--- src/rtl/mem_bus_controller.sv ---
// mem_bus_controller: turns single-cycle core read/write requests into
// setup/strobe/hold cycles on an external asynchronous SRAM/peripheral bus,
// with programmable wait states, byte-lane write strobes, WAITN stretching
// and hand-over of the bus to an external master through BUSRQN/BUSAKN.
module mem_bus_controller #(
    parameter int unsigned WAIT_STATES = 1
) (
    input  logic        CLK,
    input  logic        RESETN,
    input  logic        REQ_RD,
    input  logic        REQ_WR,
    input  logic [1:0]  REQ_BE,
    input  logic [15:0] REQ_ADDR,
    input  logic [15:0] REQ_DATA,
    output logic        ACK,
    output logic [15:0] RDATA,
    output logic        BUSY,
    output logic [15:0] ADDR_BUF,
    output logic [15:0] DOUT_BUF,
    input  logic [15:0] DIN,
    output logic        RDN_BUF,
    output logic        WRN0_BUF,
    output logic        WRN1_BUF,
    output logic        ABUS_OEN,
    output logic        DBUS_OEN,
    input  logic        WAITN,
    input  logic        BUSRQN,
    output logic        BUSAKN
);

    typedef enum logic [2:0] {
        IDLE,
        SETUP,
        STROBE,
        HOLD,
        HIZ
    } state_t;

    localparam logic [3:0] WAIT_LOAD = WAIT_STATES[3:0];

    state_t      state;
    state_t      state_next;
    logic [3:0]  wait_cnt;
    logic        is_read;
    logic [1:0]  be_lat;
    logic        busrq_meta;
    logic        busrq_sync;
    logic        granted;
    logic        bus_en;
    logic        accept;
    logic        in_cycle;

    assign accept   = (state == IDLE) && (state_next == SETUP);
    assign in_cycle = (state == SETUP) || (state == STROBE) || (state == HOLD);

    // Two-flop synchroniser for the asynchronous external bus request
    always_ff @(posedge CLK or negedge RESETN) begin
        if (!RESETN) begin
            busrq_meta <= 1'b1;
            busrq_sync <= 1'b1;
        end else begin
            busrq_meta <= BUSRQN;
            busrq_sync <= busrq_meta;
        end
    end

    // State register
    always_ff @(posedge CLK or negedge RESETN) begin
        if (!RESETN) begin
            state <= IDLE;
        end else begin
            state <= state_next;
        end
    end

    // Next-state logic: bus hand-over beats reads, reads beat writes
    always_comb begin
        state_next = state;
        case (state)
            IDLE: begin
                if (!busrq_sync) begin
                    state_next = HIZ;
                end else if (REQ_RD || REQ_WR) begin
                    state_next = SETUP;
                end
            end
            SETUP:  state_next = STROBE;
            STROBE: begin
                if ((wait_cnt == 4'd0) && WAITN) begin
                    state_next = HOLD;
                end
            end
            HOLD:   state_next = IDLE;
            HIZ: begin
                if (busrq_sync) begin
                    state_next = IDLE;
                end
            end
            default: state_next = IDLE;
        endcase
    end

    // Transaction capture at acceptance, wait countdown and read-data capture
    always_ff @(posedge CLK or negedge RESETN) begin
        if (!RESETN) begin
            ADDR_BUF <= 16'h0000;
            DOUT_BUF <= 16'h0000;
            RDATA    <= 16'h0000;
            wait_cnt <= 4'd0;
            is_read  <= 1'b0;
            be_lat   <= 2'b00;
        end else begin
            if (accept) begin
                ADDR_BUF <= REQ_ADDR;
                is_read  <= REQ_RD;
                be_lat   <= REQ_BE;
                wait_cnt <= WAIT_LOAD;
                if (!REQ_RD) begin
                    DOUT_BUF <= REQ_DATA;
                end
            end
            if ((state == STROBE) && (wait_cnt != 4'd0)) begin
                wait_cnt <= wait_cnt - 4'd1;
            end
            if ((state == STROBE) && (state_next == HOLD) && is_read) begin
                RDATA <= DIN;
            end
        end
    end

    // Grant flag (from the second HIZ cycle) and post-reset address enable
    always_ff @(posedge CLK or negedge RESETN) begin
        if (!RESETN) begin
            granted <= 1'b0;
            bus_en  <= 1'b0;
        end else begin
            granted <= (state == HIZ) && !busrq_sync;
            bus_en  <= 1'b1;
        end
    end

    assign BUSY     = (state != IDLE);
    assign ACK      = (state == HOLD);
    assign RDN_BUF  = !((state == STROBE) && is_read);
    assign WRN0_BUF = !((state == STROBE) && !is_read && be_lat[0]);
    assign WRN1_BUF = !((state == STROBE) && !is_read && be_lat[1]);
    assign ABUS_OEN = !(bus_en && (state != HIZ));
    assign DBUS_OEN = !(in_cycle && !is_read);
    assign BUSAKN   = !(granted && (state == HIZ) && !busrq_sync);

endmodule

--- config.mk ---
export PLATFORM = sky130hd
export DESIGN_NAME = mem_bus_controller
export DESIGN_NICKNAME = d
export VERILOG_FILES = /design/src/rtl/mem_bus_controller.sv
export SDC_FILE = /design/constraint.sdc
export NUM_CORES = 1
export LEC_CHECK = 0
export ABC_AREA = 1
export CAP_MARGIN = 5
export CORE_MARGIN = 1
export CORE_UTILIZATION = 47
export CTS_BUF_LIST = sky130_fd_sc_hd__clkbuf_8
export DETAILED_ROUTE_END_ITERATION = 16
export GPL_TIMING_DRIVEN = 0
export PLACE_DENSITY = 0.95
export SYNTH_ARGS = -nofsm -noshare
export SYNTH_HDL_FRONTEND = slang
export SYNTH_SLANG_ARGS = --single-unit
export TNS_END_PERCENT = 5
--- constraint.sdc ---
create_clock -name CLK -period 2.5 [get_ports CLK]
set_input_delay 0.5 -clock CLK [delete_from_list [all_inputs] [get_ports CLK]]
set_output_delay 0.5 -clock CLK [all_outputs]
set_load 0.01 [all_outputs]
Word-level counts from Yosys, hierarchy flattened
Index checks and enable logic that the tools add are counted.

operators by class
  reduce and logical (&&, ||, !) cells = 31
  equal/unequal tests = 7
  add/sub/neg operators = 1
  mux-type cells = 7
  bitwise gates (word level) = 1

operator list
  kind                                                                   count
  1-bit logical AND                                                      14
  3-bit 2-to-1 mux                                                       4
  3-bit case mux with 4 select lines                                     1
  3-bit by 2-bit equality test with 1-bit output, second input constant  3
  1-bit logical NOT                                                      8
  4-bit 2-to-1 mux                                                       2
  3-bit by 1-bit equality test with 1-bit output, second input constant  2
  4-bit logical NOT                                                      1
  4-bit nonzero test                                                     1
  4-bit by 1-bit subtractor with 4-bit output, second input constant     1
  3-bit equality test, second input constant                             1
  3-bit logical NOT                                                      1
  1-bit logical OR                                                       3
  3-bit != test, second input constant                                   1
  3-bit nonzero test                                                     1
  2-bit AND reduction                                                    1
  2-bit nonzero test                                                     1
  1-bit NOT                                                              1

storage, ports and cells
  register bits after elaboration = 62
  input bits = 56
  word-level logic and storage cells = 58
  output and inout bits = 56

Longest topological paths before layout
Gate-level depths: netlist (run 1).

  depth after elaboration = 8
  gate-level depth with buffers = 8
  gate-level depth less buffers = 7

Least setup slack after synthesis (run 1)
Ideal clock, no wire load.

  path kind = flip-flop to output port
  from = register is_read
  to = output port RDN_BUF
  stages on the path, launching flop included = 4
  data arrival time = 0.973 ns
  path buffers = 2
  setup slack = 1.027 ns
  data required time = 2.000 ns
  cell sequence = dfrtp_1 > buf_2 > buf_1 > nand2_1

between the ends
  cells in the longest elaborated chain, start to end = 2

ends and longest elaborated chain
  what                      line  RTL
  start: declaration        44    logic is_read;
  start signal: assignment  110   is_read <= 1'b0;
  start signal: assignment  115   is_read <= REQ_RD;
  1-bit logical AND         144   assign RDN_BUF = !((state == STROBE) && is_read);
  1-bit logical NOT         144
  end: declaration          21    output logic RDN_BUF,

No other way between the ends.

Worst setup path after layout (run 1)
  from = register is_read
  to = output port DBUS_OEN

between the ends
  cells in the longest elaborated chain, start to end = 3

ends and longest elaborated chain
  what               line  RTL
  1-bit logical NOT  148   assign DBUS_OEN = !(in_cycle && !is_read);
  1-bit logical AND  148
  1-bit logical NOT  148
  end: declaration   25    output logic DBUS_OEN,

No other way between the ends.

==> metrics.md, run 1 <==
| Metric | Value |
|---|---|
| Actual slew at the worst max-slew pin | 0.828 ns |
| Syn Area/Cell | ~9 sq um |
| Hold WC Path Type | input port to async pin |
| Fin worst setup slack | roughly 0.17 ns |
| Post-layout min period | roughly 2.3 ns |
| Period utilization | 0.933 |
| Crit-path cells | buf_2 > inv_1 > nand3_1 > clkdlybuf4s50_1 |
| CP top delay family | buffers and inverters |
| Routed Antenna Nets | 0 |
| Routability congestion estimate | 0.746 |
| Cell Pwr Density | 1110 nW/um^2 |
| Max incr delay on CP | roughly 0.54 ns |
| Die Area | ~5800 sq um |
| Clock Latency Late Sink | about 0.33 ns |
| Final hold viol count | 0 |
| H-tree levels | 3 |
| Share of cells above drive strength 1 | 0.111 |
| Pin count of the biggest net entering global routing | 38 |
| Synth unique cells | 23 |
| Worst R2R Path Depth | 8 |
| Synth Cell Area | around 2600 sq um |
| Vias per cell | roughly 4.8 |
| Num rows | 26 |
| CTS Sinks | 62 |
| Core area | 5200 sq um |
| First-pass GRT wire length | a little over 10 mm |
| Slew Viols, Final | 0 |
| R2R setup slack | ~0.93 ns |
| Post-synth net total | between 300 and 400 |
| Reg clk slew, reported paths | about 0.060 ns |
| Sequential area share after synthesis | 0.599 |
| Drt initial violations | around 120 |
| Via count | roughly 2,300 |
| PortBufs | 111 |
| Total power | between 4 and 5 mW |
| Max Root-Sink Buffers | 2 |
| Drt wl/cell | roughly 13 microns |
| Post-route DRC | 0 |
| # resized after CTS | 0 |
| Die Ht | around 76 microns |
| Layout area overhead | 53.1% |
| Status | completed |
| GRT Overall Usage | 0.230 |
| CTS tree | yes |
| Max Clk Rate | 429 MHz |
| CP endpoint kind | primary output |
| Antenna cells | 0 |
| Critical path buffers and inverters | 3 |
| Root buf cell | clkbuf_8 |
| Setup TNS | 0 ns |
| Dpl ws | 0.465 ns |
| WS Path Type | flop to primary output |
| Number of fill cells in the layout | between 300 and 400 |
| Vias in the first global route | about 2,300 |
| Multi-input gate area | approximately 900 sq um |
| Cells after Synth | a little under 300 |
| Worst Setup Start Kind | flop |
| WP data required | approximately 2 ns |
| Yosys reg bits | 62 |
| RSZ-0062 raised after global routing | false |
| Reg-to-Reg End | RDATA[5] |
| LEAKAGE | 1.98 nW |
| DP Wirelength | 4.58 mm |
| TritonRoute pass-1 iters | 4 |
| Die W | 76.3 microns |
| CP arrival | between 1.5 and 2 ns |
| Storage element area | 1550 sq um |
| Crit path max fanout | 19 |
| Peak VDD IR | between 700 and 800 uV |
| Synth Warn # | 0 |
| Reg2reg start | wait_cnt[0] |
| Final wirelength | 6.20 mm |
| Initial core utilization | 0.498 |
| Global route overflow | 0 |
| Initial antenna violation count | 0 |
| CTS buffer count | 9 |
| Post-CTS Setup Bufs | 0 |
| Final net count | approximately 470 |
| Post-cts hold buffer count | 0 |
| Clock skew | just under 0.009 ns |
| Relative slew slack | 0.448 |
| Max-Cap Viols | 0 |
| Setup violations, final | 0 |
| IO Pins | 112 |
| Crit path max-delay cell type | clkdlybuf4s50_1 |
-- kinds of logic after synthesis --
group                    after synthesis  synth area share
AND/OR/NAND/NOR                      197             0.334
flip-flops                            62             0.599
buffers and inverters                 25            0.0541
AO/OA/AOI/OAI                          3           0.00579
adder cells (fa/ha/maj)                1           0.00483
other                                  1           0.00145
-- worst max-delay path by stage --
stage                 start            to  slack, ns  depth (start not counted)
finish              is_read      DBUS_OEN       0.17                          4
global route        is_read      DBUS_OEN       0.06                          4
CTS                 is_read       RDN_BUF       0.11                          4
detailed placement  is_read       RDN_BUF       0.46                          4
global placement     RESETN  DOUT_BUF[10]      -0.97                          1
floorplan           is_read       RDN_BUF       1.03                          3
-- cell type report --
class	count	share of cell area
Buffer	10	0.0211
Clock buffer	10	0.0347
Clock inverter	6	0.00725
Inverter	14	0.0132
Multi-Input combinational cell	202	0.226
Sequential cell	62	0.392
Tap cell	70	0.0221
Timing Repair Buffer	112	0.284
-- per-stage QoR --
step | utilization | hold slack (ns) | std cells | area, sq um
finish | 0.763 | 0.272 | 486 | 3970
global route | 0.763 | 0.329 | 486 | 3970
detailed placement | 0.731 | 0.354 | 471 | 3810
floorplan | - | 0.204 | 289 | 2590
global placement | 0.728 | 0.346 | 470 | 3790
CTS | 0.763 | 0.291 | 487 | 3970
-- cells in the mapped netlist --
master	number	area [sq um]
buf_1	1	3.75
nand4_2	1	12.5
nand3_1	40	200
buf_4	1	7.51
dfrtp_1	60	1500
nand3_2	2	20.0
inv_1	8	30.0
nor2_2	2	12.5
nor2_1	8	30.0
nand2_1	136	510
or2_0	1	6.26
buf_2	4	20.0
o21ai_0	3	15.0
nand3_4	1	17.5
ha_1	1	12.5
nand2_2	1	6.26
inv_2	6	22.5
buf_6	5	56.3
dfstp_2	2	52.6
conb_1	1	3.75
nand4_1	1	6.26
nor2_4	2	22.5
nand2_4	2	22.5
-- layout by cell type, fill, tap and decap left out --
| cell | Yosys | final |
|---|---|---|
| nand3_2 | 2 | 2 |
| conb_1 | 1 | 1 |
| nor2_4 | 2 | 2 |
| clkbuf_8 | 0 | 10 |
| nand2_4 | 2 | 2 |
| clkinv_2 | 0 | 5 |
| nand3_4 | 1 | 1 |
| buf_4 | 1 | 1 |
| nor2_2 | 2 | 2 |
| nand4_2 | 1 | 1 |
| nand2_2 | 1 | 1 |
| nor2_1 | 8 | 8 |
| clkdlybuf4s50_1 | 0 | 110 |
| buf_6 | 5 | 5 |
| inv_2 | 6 | 6 |
| nand3_1 | 40 | 40 |
| nand2_1 | 136 | 136 |
| ha_1 | 1 | 1 |
| o21ai_0 | 3 | 3 |
| dfstp_2 | 2 | 2 |
| dfrtp_1 | 60 | 60 |
| nand4_1 | 1 | 1 |
| inv_1 | 8 | 9 |
| or2_0 | 1 | 1 |
| buf_12 | 0 | 1 |
| buf_2 | 4 | 5 |
-- registers in the layout, indices dropped and copies added (netlist names) --
name and count:
busrq_meta 1, ADDR_BUF 16, granted 1, busrq_sync 1, bus_en 1, wait_cnt 4
be_lat 2, state 3, DOUT_BUF 16, is_read 1, RDATA 16
-- power by group --
group / switching, mW / internal, mW
registers: 0.255 / 1.43
clock network: 0.361 / 0.374
logic: 0.958 / 1.03
total: 1.57 / 2.84
-- per-layer routing --
| metal | vias up | wire length [microns] | global-route usage |
|---|---|---|---|
| met1 | 1065 | 2710 | 0.284 |
| met4 | 0 | 46 | 0.0731 |
| met5 | - | 0 | 0 |
| met3 | 6 | 570 | 0.0898 |
| li1 | 1145 | - | - |
| met2 | 99 | 2880 | 0.371 |
Note: power is estimated with default switching activity, not from simulation.
==> run 2: changes to the inputs <==
- CORE_UTILIZATION: 47 -> 39
- PLACE_DENSITY: 0.95 -> 0.87
- clock period: 2.5 -> 2 ns (I/O delays scaled with it)
==> metrics.md, run 2 (same netlist as run 1, synthesis figures left out) <==
| Metric | Value |
|---|---|
| Status | completed |
| LEAKAGE | 2.03 nW (+2.3%) |
| Final hold viol count | 0 (unchanged) |
| Max Root-Sink Buffers | 2 (unchanged) |
| Worst Setup Start Kind | flop |
| CTS Sinks | 62 (unchanged) |
| Relative slew slack | 0.533 (+0.0842) |
| GRT Overall Usage | 0.189 (-0.0413) |
| RSZ-0062 raised after global routing | false |
| Crit path max fanout | 4 (-15) |
| Initial core utilization | 0.406 (-0.0921) |
| Share of cells above drive strength 1 | 0.124 (+0.0135) |
| Max incr delay on CP | 0.41 ns (-0.13 ns) |
| CP arrival | 1.47 ns (-0.36 ns) |
| Int Pwr | 3.80 mW (+34%) |
| Initial antenna violation count | 0 (unchanged) |
| TritonRoute pass-1 iters | 4 (unchanged) |
| Drt wl/cell | 12.5 microns (-1.7%) |
| Final wirelength | 6.22 mm (+0.29%) |
| Die W | 83.5 microns (+9.5%) |
| Crit-path cells | inv_2 > buf_4 > nand3_4 > inv_2 > nand3_1 > dlygate4sd2_1 |
| Max-Cap Viols | 0 (unchanged) |
| Global route overflow | 0 (unchanged) |
| WP data required | 1.60 ns (-0.40 ns) |
| DP Wirelength | 4.51 mm (-1.6%) |
| Crit path max-delay cell type | dfrtp_1 |
| Cell Pwr Density | 1420 nW/um^2 (+28%) |
| Via count | 2,332 (+0.73%) |
| Clock Latency Late Sink | 0.33 ns (about the same) |
| Die Ht | 83.5 microns (+9.5%) |
| Reg clk slew, reported paths | 0.07 ns (about the same) |
| Die Area | 6980 sq um (+20%) |
| Clock Power Share | 0.202 (+0.036) |
| H-tree levels | 3 (unchanged) |
| Root buf cell | clkbuf_8 |
| Sequential Power Share | 0.369 (-0.013) |
| Num rows | 29 (+12%) |
| NetSw | 1.96 mW (+25%) |
| Combinational share of power | 0.430 (-0.021) |
| Crit-path most repeated cell | inv_2 |
| Routability congestion estimate | 0.819 (+9.8%) |
| Hold WC Path Type | input port to async pin |
| Clock skew | 0.00762 ns (-0.00132 ns) |
| Core area | 6390 sq um (+23%) |
| CTS buffer count | 9 (unchanged) |
| Registers with the most flip-flops | ADDR_BUF (16), DOUT_BUF (16), RDATA (16) |
| Net Sw Frac | 0.340 (-0.0162) |
| Post-route DRC | 0 (unchanged) |
| Actual slew at the worst max-slew pin | 0.701 ns (-0.126 ns) |
| Cells after DPL | 478 (+1.5%) |
| IO Pins | 112 (unchanged) |
| Drt initial violations | 104 (-13%) |
| Pin count of the biggest net entering global routing | 33 (-13%) |
| Post-cts hold buffer count | 0 (unchanged) |
| Final Non-Filler Cells | 496 (+2.1%) |
| CTS tree | yes |
| Final net count | 471 (+0.64%) |
| Vias per cell | 4.70 (-1.3%) |
| PortBufs | 111 (unchanged) |
| Peak VDD IR | 864 uV (+18%) |
| Post-layout min period | 1.87 ns |
| Antenna cells | 0 (unchanged) |
| Most frequent cells in the layout | nand2_1 (136), clkdlybuf4s50_1 (102), dfrtp_1 (60) |
| Setup violations, final | 0 (unchanged) |
| First-pass GRT wire length | 10.5 mm (+0.73%) |
| WS Path Type | flop to primary output |
| Slew Viols, Final | 0 (unchanged) |
| Placed cell areas | 3810 sq um (+0.23%) |
| Period utilization | 0.936 |
| Vias in the first global route | 2,310 (unchanged) |
| Leading cell type in the layout, fill and taps excluded | nand2_1 |
| Final Cell Area | 4050 sq um (+2.1%) |
| Routed Antenna Nets | 0 (unchanged) |
| Max Clk Rate | ~530 MHz |
| CP endpoint kind | primary output |
| Layout area overhead | 56.3% |
==> run 2: changes by cell type in the layout (fill, tap and decap cells not counted), sizes merged <==
cell	previous run	this run
inv	15	14
clkinv	5	2
dlymetal6s2s	0	1
clkbuf	10	14
dlygate4sd2	0	6
clkdlybuf4s50	110	102
buf	12	15
bufinv	0	1
==> run 2: worst max-delay path, delay by kind of cell, from the launching register on <==
| family | cells | cell delay (ns) |
|---|---|---|
| buffers and inverters | 4 | 0.60 |
| DFF | 1 | 0.41 |
| and+or+nand+nor | 2 | 0.15 |
==> run 2: per-stage QoR <==
| step | power (mW) | worst slack, ns | util | TNS, ns | hold slack (ns) |
|---|---|---|---|---|---|
| after floorplan | 3.28 | 0.624 | - | 0 | 0.104 |
| after global placement | 4.53 | -1.36 | 0.595 | -82.91 | 0.346 |
| after detailed placement | 4.61 | 0.0471 | 0.597 | 0 | 0.349 |
| after CTS | 5.80 | 0.00665 | 0.632 | 0 | 0.128 |
| after global routing | 6.18 | 0.0312 | 0.634 | 0 | 0.156 |
| final | 5.76 | 0.128 | 0.634 | 0 | 0.112 |
==> run 2: layout make-up <==
| type | instances | area (sq um) |
|---|---|---|
| fillers | 533 | 2330 |
| flip-flops and latches | 62 | 1550 |
| well taps | 77 | 96.3 |
| clock buffers | 13 | 179 |
| repair buffers | 114 | 1130 |
| clock inverters | 3 | 40.0 |
| inverters | 14 | 52.6 |
| plain buffers | 11 | 97.6 |
| multi-input cells | 202 | 901 |
==> run 2: power by group through the flow <==
stage	Sequential [mW]	Clock [mW]	Combinational, mW
after floorplan	2.30	0	0.980
after global placement	2.11	0	2.42
after detailed placement	2.12	0	2.49
after CTS	2.12	1.19	2.49
after global routing	2.19	1.26	2.72
final	2.12	1.16	2.47
==> run 2: routing by layer <==
layer / GRT usage / wire (microns)
met1: 0.240 / 2680
met2: 0.303 / 2940
met3: 0.0742 / 533
met4: 0.0508 / 58
met5: 0 / 0
==> run 2: final timing paths <==
kind                              from         end  slack [ns]  depth (start not counted)
min in group CLK            busrq_meta  busrq_sync        0.36                          0
hold / removal                  RESETN   RDATA[13]        0.11                          1
setup / recovery              state[0]    WRN0_BUF        0.13                          6
hold reg to reg             busrq_meta  busrq_sync        0.36                          0
setup reg to reg           wait_cnt[0]    RDATA[6]        0.44                          8
max in group asynchronous       RESETN  busrq_meta        1.21                          2
==> run 2: repair_timing <==
item,in CTS,in global routing
pin swaps,0,1
endpoints found under the setup margin,7,2
gates cloned,0,0
resized for setup,11,4
buffers inserted,0,2
